[src/rtl/hazard_stall_unit_if.sv]
// hazard_stall_unit_if
//   Bundles the ID/EX hazard inputs and the front-end control outputs of the
//   load-use hazard / stall-flush controller.
//   master : pipeline side, drives register specifiers and EX status, observes
//            enables, flushes and the bubble statistic.
//   slave  : hazard_stall_unit side.
//   Signals:
//     id_rs1/id_rs2, id_use_rs1/id_use_rs2 : ID source operands and use flags
//     ex_rd, ex_mem_read, ex_branch_taken  : EX destination, load flag, taken branch
//     pc_en, ifid_en                       : PC and IF/ID load enables
//     ifid_flush, idex_flush               : clear IF/ID, ID/EX to NOP
//     stall_active                         : front end held this cycle
//     bubble_count                         : saturating count of load-use bubbles
interface hazard_stall_unit_if #(
  parameter int unsigned REG_ADDR_W = 5,
  parameter int unsigned CNT_W      = 16
);
  logic [REG_ADDR_W-1:0] id_rs1;
  logic [REG_ADDR_W-1:0] id_rs2;
  logic                  id_use_rs1;
  logic                  id_use_rs2;
  logic [REG_ADDR_W-1:0] ex_rd;
  logic                  ex_mem_read;
  logic                  ex_branch_taken;
  logic                  pc_en;
  logic                  ifid_en;
  logic                  ifid_flush;
  logic                  idex_flush;
  logic                  stall_active;
  logic [CNT_W-1:0]      bubble_count;

  modport master (
    output id_rs1, id_rs2, id_use_rs1, id_use_rs2, ex_rd, ex_mem_read, ex_branch_taken,
    input  pc_en, ifid_en, ifid_flush, idex_flush, stall_active, bubble_count
  );

  modport slave (
    input  id_rs1, id_rs2, id_use_rs1, id_use_rs2, ex_rd, ex_mem_read, ex_branch_taken,
    output pc_en, ifid_en, ifid_flush, idex_flush, stall_active, bubble_count
  );
endinterface

[src/rtl/hazard_stall_unit.sv]
// hazard_stall_unit
//   Load-use hazard detector and stall/flush controller for the 5-stage core.
//   A load in EX whose destination (non-x0) is read by the instruction in ID
//   holds PC and IF/ID for LOAD_LATENCY cycles while ID/EX is flushed to a
//   bubble. A taken branch in EX overrides everything: it flushes IF/ID and
//   ID/EX, lets the front end advance and aborts any pending stall.
//   Ports:
//     clk   : core clock, rising edge
//     rst_n : asynchronous active-low reset; outputs take their idle values
//             immediately while it is low
//     bus   : hazard_stall_unit_if.slave (hazard inputs, control outputs)
module hazard_stall_unit #(
  parameter int unsigned REG_ADDR_W   = 5,
  parameter int unsigned LOAD_LATENCY = 1,
  parameter int unsigned CNT_W        = 16
) (
  input  logic               clk,
  input  logic               rst_n,
  hazard_stall_unit_if.slave bus
);

  typedef enum logic {IDLE, STALL} state_e;

  localparam logic [3:0] CNT_INIT = 4'(LOAD_LATENCY - 1);

  state_e           state_q, state_d;
  logic [3:0]       cnt_q, cnt_d;
  logic [CNT_W-1:0] bub_q, bub_d;

  logic rs1_hit, rs2_hit, hz;
  logic load_stall, branch_act;

  // Each use flag gates its own comparison; x0 is never a real dependency.
  assign rs1_hit = bus.id_use_rs1 && (bus.id_rs1 == bus.ex_rd);
  assign rs2_hit = bus.id_use_rs2 && (bus.id_rs2 == bus.ex_rd);
  assign hz      = bus.ex_mem_read && (bus.ex_rd != '0) && (rs1_hit || rs2_hit);

  // Outputs are qualified with rst_n so reset forces idle values at once,
  // independent of the inputs and without waiting for a clock edge.
  assign branch_act = rst_n && bus.ex_branch_taken;
  assign load_stall = rst_n && !bus.ex_branch_taken && ((state_q == STALL) || hz);

  assign bus.pc_en        = !load_stall;
  assign bus.ifid_en      = !load_stall;
  assign bus.ifid_flush   = branch_act;
  assign bus.idex_flush   = branch_act || load_stall;
  assign bus.stall_active = load_stall;
  assign bus.bubble_count = bub_q;

  always_comb begin
    state_d = state_q;
    cnt_d   = cnt_q;
    if (bus.ex_branch_taken) begin
      state_d = IDLE;
      cnt_d   = '0;
    end else if (state_q == STALL) begin
      cnt_d = cnt_q - 4'd1;
      if (cnt_q == 4'd1) begin
        state_d = IDLE;
      end
    end else if (hz && (LOAD_LATENCY > 1)) begin
      // The hazard cycle itself is the first bubble; STALL covers the rest.
      state_d = STALL;
      cnt_d   = CNT_INIT;
    end
  end

  always_comb begin
    bub_d = bub_q;
    if (load_stall && (bub_q != '1)) begin
      bub_d = bub_q + 1'b1;
    end
  end

  always_ff @(posedge clk or negedge rst_n) begin
    if (!rst_n) begin
      state_q <= IDLE;
      cnt_q   <= '0;
      bub_q   <= '0;
    end else begin
      state_q <= state_d;
      cnt_q   <= cnt_d;
      bub_q   <= bub_d;
    end
  end

endmodule

[src/flat_wrapper.sv]
// flat-port wrapper written by rule: the top's interface ports become plain ports
module hazard_stall_unit_flat 
#(
  parameter int unsigned REG_ADDR_W   = 5,
  parameter int unsigned LOAD_LATENCY = 1,
  parameter int unsigned CNT_W        = 16
)
  (clk, rst_n, bus_id_rs1, bus_id_rs2, bus_id_use_rs1, bus_id_use_rs2, bus_ex_rd, bus_ex_mem_read, bus_ex_branch_taken, bus_pc_en, bus_ifid_en, bus_ifid_flush, bus_idex_flush, bus_stall_active, bus_bubble_count);
  hazard_stall_unit_if #(.REG_ADDR_W(REG_ADDR_W), .CNT_W(CNT_W)) bus_i ();
  input  logic clk;
  input  logic rst_n;
  input wire logic [$bits(bus_i.id_rs1)-1:0] bus_id_rs1;
  input wire logic [$bits(bus_i.id_rs2)-1:0] bus_id_rs2;
  input wire logic [$bits(bus_i.id_use_rs1)-1:0] bus_id_use_rs1;
  input wire logic [$bits(bus_i.id_use_rs2)-1:0] bus_id_use_rs2;
  input wire logic [$bits(bus_i.ex_rd)-1:0] bus_ex_rd;
  input wire logic [$bits(bus_i.ex_mem_read)-1:0] bus_ex_mem_read;
  input wire logic [$bits(bus_i.ex_branch_taken)-1:0] bus_ex_branch_taken;
  output wire logic [$bits(bus_i.pc_en)-1:0] bus_pc_en;
  output wire logic [$bits(bus_i.ifid_en)-1:0] bus_ifid_en;
  output wire logic [$bits(bus_i.ifid_flush)-1:0] bus_ifid_flush;
  output wire logic [$bits(bus_i.idex_flush)-1:0] bus_idex_flush;
  output wire logic [$bits(bus_i.stall_active)-1:0] bus_stall_active;
  output wire logic [$bits(bus_i.bubble_count)-1:0] bus_bubble_count;
  assign bus_i.id_rs1 = bus_id_rs1;
  assign bus_i.id_rs2 = bus_id_rs2;
  assign bus_i.id_use_rs1 = bus_id_use_rs1;
  assign bus_i.id_use_rs2 = bus_id_use_rs2;
  assign bus_i.ex_rd = bus_ex_rd;
  assign bus_i.ex_mem_read = bus_ex_mem_read;
  assign bus_i.ex_branch_taken = bus_ex_branch_taken;
  assign bus_pc_en = bus_i.pc_en;
  assign bus_ifid_en = bus_i.ifid_en;
  assign bus_ifid_flush = bus_i.ifid_flush;
  assign bus_idex_flush = bus_i.idex_flush;
  assign bus_stall_active = bus_i.stall_active;
  assign bus_bubble_count = bus_i.bubble_count;
  hazard_stall_unit #(.REG_ADDR_W(REG_ADDR_W), .LOAD_LATENCY(LOAD_LATENCY), .CNT_W(CNT_W)) u_core (.clk(clk), .rst_n(rst_n), .bus(bus_i));
endmodule
[config.mk]
export PLATFORM = sky130hd
export DESIGN_NAME = hazard_stall_unit_flat
export DESIGN_NICKNAME = d
export VERILOG_FILES = /design/src/rtl/hazard_stall_unit_if.sv /design/src/rtl/hazard_stall_unit.sv /design/src/flat_wrapper.sv
export SDC_FILE = /design/constraint.sdc
export NUM_CORES = 1
export LEC_CHECK = 0
export CORE_AREA = 2 2 41 80
export CTS_BUF_LIST = sky130_fd_sc_hd__clkbuf_16
export CTS_CLUSTER_DIAMETER = 30
export CTS_CLUSTER_SIZE = 20
export DETAILED_ROUTE_END_ITERATION = 16
export DIE_AREA = 0 0 43 82
export GPL_TIMING_DRIVEN = 0
export PLACE_DENSITY = 0.74
export SYNTH_ARGS = -nofsm -noshare
export SYNTH_HDL_FRONTEND = slang
export SYNTH_SLANG_ARGS = --single-unit
export TNS_END_PERCENT = 50
[constraint.sdc]
create_clock -name clk -period 2.65 [get_ports clk]
set_input_delay 0.3975 -clock clk [delete_from_list [all_inputs] [get_ports clk]]
set_output_delay 0.3975 -clock clk [all_outputs]
set_load 0.05 [all_outputs]
# --- After elaboration in Yosys (flattened, before gate mapping) ---
# Cells that the tools add are included.
totals:
  wordCells: 29
  out_inout_bits: 21
  n_memories: 0
  ram_bits: 0
  latchBits: 0
  inputBits: 21
  register_bits: 21
  mem_bits_ro: 0
op_classes:
  n_addsub: 2
  bitwise_logic: 0
  shift: 0
  magnitude_cmp: 0
  n_mul: 0
  n_reduce_logical: 15
  muxes: 5
  eq_ne: 4
  n_div: 0
op_table:
  columns: ["cell", "count"]
  rows:
  - ["$add 16x1->16 const B", 1]
  - ["$ne 16x16->1 const B", 1]
  - ["$eq 5x5->1", 2]
  - ["$logic_and 1x1->1", 8]
  - ["$mux 4", 2]
  - ["$reduce_bool 5->1", 1]
  - ["$eq 4x1->1 const B", 1]
  - ["$sub 4x1->4 const B", 1]
  - ["$logic_or 1x1->1", 3]
  - ["$mux 1", 3]
  - ["$logic_not 1->1", 2]
  - ["$reduce_bool 2->1", 1]

# --- Depth between registers and ports, before layout ---
logic_depth:
  ltp_word: 7
  depth_mapped: 9
  ltp_nobuf: 7

# --- Worst setup path before layout ---
# Ideal clock, no wire load.
synth_timing:
  path_kind: "input to output"
  from: "input bus_ex_rd[1]"
  to: "output bus_idex_flush"
  cell_stages: 6
  path_slack_ns: 0.088
  arrival_ns: 2.164
  path_cell_list: "or4_1 > o211ai_1 > inv_1 > nand2_1 > and2_1 > nand2b_1"
synth_via:
  elab_chain_len: 7
  word_cells_on_any_way: 11
  cone_classes: "2 x eq/ne; 9 x reduce/logical"
synth_lines:
  columns: ["item", "line_no", "text"]
  rows:
  - ["start: declaration", "flat_wrapper.sv:16", "input wire logic [$bits(bus_i.ex_rd)-1:0] bus_ex_rd;"]
  - ["$eq 5x5->1, on equally long branches", "hazard_stall_unit.sv:34, hazard_stall_unit.sv:35", null]
  - ["$logic_and 1x1->1, on equally long branches", "hazard_stall_unit.sv:34, hazard_stall_unit.sv:35", null]
  - ["$logic_or 1x1->1", "hazard_stall_unit.sv:36", "assign hz = bus.ex_mem_read && (bus.ex_rd != '0) && (rs1_hit || rs2_hit);"]
  - ["$logic_and 1x1->1 *", "hazard_stall_unit.sv:36", null]
  - ["$logic_or 1x1->1 *", "hazard_stall_unit.sv:41", "assign load_stall = rst_n && !bus.ex_branch_taken && ((state_q == STALL) || hz);"]
  - ["$logic_and 1x1->1 *", "hazard_stall_unit.sv:41", null]
  - ["$logic_or 1x1->1 *", "hazard_stall_unit.sv:46", "assign bus.idex_flush = branch_act || load_stall;"]
  - ["end: declaration", "flat_wrapper.sv:22", "output wire logic [$bits(bus_i.idex_flush)-1:0] bus_idex_flush;"]
# Every way passes the cells marked *; elsewhere a longest branch is shown, timed or not.

# --- Worst setup path after layout ---
layout_timing:
  from: "input bus_ex_rd[3]"
  to: "output bus_ifid_en"
layout_via:
  elab_chain_len: 7
  word_cells_on_any_way: 11
  cone_classes: "2 x eq/ne; 9 x reduce/logical"
layout_lines:
  columns: ["item", "line_no", "text"]
  rows:
  - ["$eq 5x5->1, on equally long branches", "hazard_stall_unit.sv:34, hazard_stall_unit.sv:35", null]
  - ["$logic_and 1x1->1, on equally long branches", "hazard_stall_unit.sv:34, hazard_stall_unit.sv:35", null]
  - ["$logic_or 1x1->1", "hazard_stall_unit.sv:36", null]
  - ["$logic_and 1x1->1 *", "hazard_stall_unit.sv:36", null]
  - ["$logic_or 1x1->1 *", "hazard_stall_unit.sv:41", null]
  - ["$logic_and 1x1->1 *", "hazard_stall_unit.sv:41", null]
  - ["$logic_not 1->1 *", "hazard_stall_unit.sv:44", "assign bus.ifid_en = !load_stall;"]
  - ["end: declaration", "flat_wrapper.sv:20", "output wire logic [$bits(bus_i.ifid_en)-1:0] bus_ifid_en;"]
# Marks and branches as above.

==> results.md <==
* Post-Layout Cell Count at 197
* Slew headroom at 62.5%
* # setup viols final at 0
* Worst min path class: input port to asynchronous set/reset pin
* Drt wl/cell at 14.2 µm
* P&R area growth vs syn at 43.5%
* XOR/XNOR Fraction of Synth Area at 18.0%
* Post-synthesis mux area share at 1.85%
* Sequential fraction of the synthesis area at 43.3%
* Ant diodes at 0
* Most Used Layer, Global Route: met2
* Aggregate global routing overflow at 0
* Fin crit share at 96.8%
* CTS tree: yes
* Peak VDD IR at 0.000418 V
* Synth area leaders: dfrtp_1 (43%), xnor2_1 (11%), xor2_1 (7.2%)
* RSZ-0062 raised after global routing: false
* Initial antenna violation count at 0
* Final Max Tran Viols at 0
* Synthesized instance count at 122
* Area leader, netlist: dfrtp_1
* Kind of critical path: input port to output port
* Switching share of power at 23.2%
* GP Congestion at 0.730
* Top post-synthesis cells by count: dfrtp_1 (21), xnor2_1 (15), nand2_1 (12), nor2_1 (11), xor2_1 (10)
* Post-route ant nets at 0
* Vias in the first global route at 1,087
* Synth unique cells at 33
* Data required, critical path at 2.25 ns
* LEAKAGE at 0.000780 µW
* Pint at 581 µW
* Post-CTS Setup Inserts at 0
* Syn_nets at 146
* Worst-path clk slew at 0.06 ns
* Fin nets at 192
* Die area at 3530 µm²
* Critical Path Source Type: input port
* Via count at 1,036
* Buffers added on ports at 41
* Run status: finished clean
* Post-synth EDFFs at 0
* First-pass GRT wire length at 4.69 mm
* H-tree levels at 1
* # clock sinks at 21
* Iter 0 DRT Violations at 16
* Design area at 1740 µm²
* Combinational share of power at 14.1%
* Largest net degree at the start of global routing at 24
* Longest Clk Path Bufs at 2
* Max FO, Critical Path at 4
* Most numerous cell in the Yosys netlist: dfrtp_1
* Met1 usage at 19.2%
* Drc violations at 0
* Post-Place Cells at 193
* Worst-margin pin slew at 0.563 ns
* Final wirelength at 2.80 mm
* Die height at 82 µm
* Top-area cell type share of the netlist area at 43.3%
* Dpl cell area at 1660 µm²
* Grt met3 use at 1.98%
* Setup crit end kind: output port
* Synth Area in Adders at 3.09%
* Seq pwr share at 43.9%
* Worst EP arrival at 2.17 ns
* Clk_lat worst skew at 0.25 ns
* Synth Area in Compound Gates at 7.52%
* Gr usage total at 17.7%
* Post-synthesis simple-gate area fraction at 22.2%
* Pre-antenna DRT Iters at 2
* M2 GR Usage at 33.2%
* Max cap viols at 0
* Largest family of logic cells by synthesized area: simple AND/OR/NAND/NOR gates
* Net switching power at 176 µW
* Clock power share at 42.0%
* Vias/cell at 5.26
* Row cnt at 28
* Die span in x at 43 µm
* Synthesized area at 1210 µm²
* Yosys Warn Count at 0
* Post-synth top flop: dfrtp_1
* Max Clock Skew at 0.00294 ns
* Clock root cell: clkbuf_16
* Synthesized flop and latch total at 21
* IO Count at 42
* Hold_buf cts at 0
* Peak Freq at 390 MHz
* Min cycle time layout at 2.57 ns
* Initial core utilization at 41.3%
* Final hold vios at 0
* PwrDens at 434 nW/µm²
* Post-synthesis async set-or-reset flop share at 100%
* Syn avg cell area at 9.96 µm²
* DP HPWL at 2.24 mm
* CTS buffer count at 3
* Share of post-route cells with drive strength above 1 at 11.4%
* Core area at 2940 µm²
==> layout make-up <==
cell class / instances / area (µm²)
inverter: 6 / 22.5
buffer: 4 / 26.3
tap: 30 / 37.5
clock buffer: 3 / 75.1
timing repair buffer: 41 / 402
fill: 288 / 1200
multi-input combinational: 91 / 649
sequential: 21 / 526
clock inverter: 1 / 5.00
==> power by group through the flow <==
stage / sequential [µW] / combinational, µW / clock (µW)
after floorplan: 353 / 32.9 / 0
after CTS: 332 / 108 / 328
after global routing: 333 / 116 / 337
final: 332 / 107 / 318
after detailed placement: 338 / 108 / 0
after global placement: 337 / 107 / 0
==> state kept, by name, summed over array words and instances, names as in the netlist <==
register,flops
u_core.state_q,1
u_core.cnt_q,4
u_core.bus.bubble_count,16
==> cell families (layout without fill, tap and decap cells) <==
family / count (synthesis) / count (layout)
buffers and inverters: 10 / 55
flip-flops: 21 / 21
multiplexers: 2 / 2
AND/OR/NAND/NOR: 50 / 50
adder cells (fa/ha/maj): 3 / 3
AO/OA/AOI/OAI: 11 / 11
XOR/XNOR: 25 / 25
==> stage by stage <==
| step | hold slack (ns) | TNS [ns] | worst slack, ns | util [%] | power, µW |
|---|---|---|---|---|---|
| final | 0.221 | 0 | 0.0836 | 59.2 | 757 |
| after detailed placement | 0.488 | -7.59 | -1.10 | 56.5 | 446 |
| after floorplan | 0.102 | 0 | 0.0880 | - | 386 |
| after CTS | 0.238 | 0 | 0.00299 | 59.1 | 768 |
| after global placement | 0.483 | -7.33 | -1.08 | 56.5 | 444 |
| after global routing | 0.268 | 0 | 0.00579 | 59.2 | 786 |
==> worst max-delay path, cell delays in order <==
cell,delay [ns]
clkdlybuf4s50_1,0.47
or4_1,0.50
o211ai_1,0.20
inv_2,0.08
nand2_1,0.09
and2_4,0.17
buf_2,0.26
==> final timing paths <==
path / slack (ns) / depth (start not counted) / start / to
worst max register to register: 0.23 / 8 / u_core.bus.bubble_count[0]$_DFFE_PN0P_ / u_core.bus.bubble_count[1]$_DFFE_PN0P_
worst min-delay path: 0.22 / 1 / rst_n / u_core.cnt_q[2]$_DFFE_PN0P_
worst max-delay path: 0.08 / 7 / bus_ex_rd[3] / bus_ifid_en
worst min register to register: 0.49 / 1 / u_core.bus.bubble_count[15]$_DFFE_PN0P_ / u_core.bus.bubble_count[15]$_DFFE_PN0P_
min in group clk: 0.49 / 1 / u_core.bus.bubble_count[15]$_DFFE_PN0P_ / u_core.bus.bubble_count[15]$_DFFE_PN0P_
max in group asynchronous: 2.06 / 1 / rst_n / u_core.bus.bubble_count[10]$_DFFE_PN0P_
==> layout by cell type (no fill, tap or decap), types with 2 or more instances in the layout <==
| cell | instances |
|---|---|
| dfrtp_1 | 21 |
| buf_4 | 2 |
| buf_2 | 2 |
| inv_1 | 5 |
| nand4_1 | 2 |
| clkbuf_16 | 3 |
| xor2_1 | 10 |
| xnor2_1 | 15 |
| buf_6 | 2 |
| nand2_1 | 12 |
| ha_1 | 3 |
| a21oi_1 | 3 |
| nor3_1 | 5 |
| clkdlybuf4s50_1 | 34 |
| clkbuf_1 | 2 |
| a211oi_1 | 2 |
| nor4_1 | 3 |
| nor2_1 | 11 |
| nand3_1 | 6 |
| nand2b_1 | 2 |
==> timing repair <==
item                                    in CTS  in global routing
pin swaps                                    0                  0
cloned                                       0                  0
endpoints found under the hold margin        0                  0
endpoints found under the setup margin       9                  4
gates resized for setup                     28                  4
==> routing by layer <==
layer  part of all wire (%)  routed length, µm
met1                     38               1070
met2                     57               1610
met3                    2.5                 70
met4                    1.8                 51
met5                      0                  0
Power figures use the tool's default switching activity.
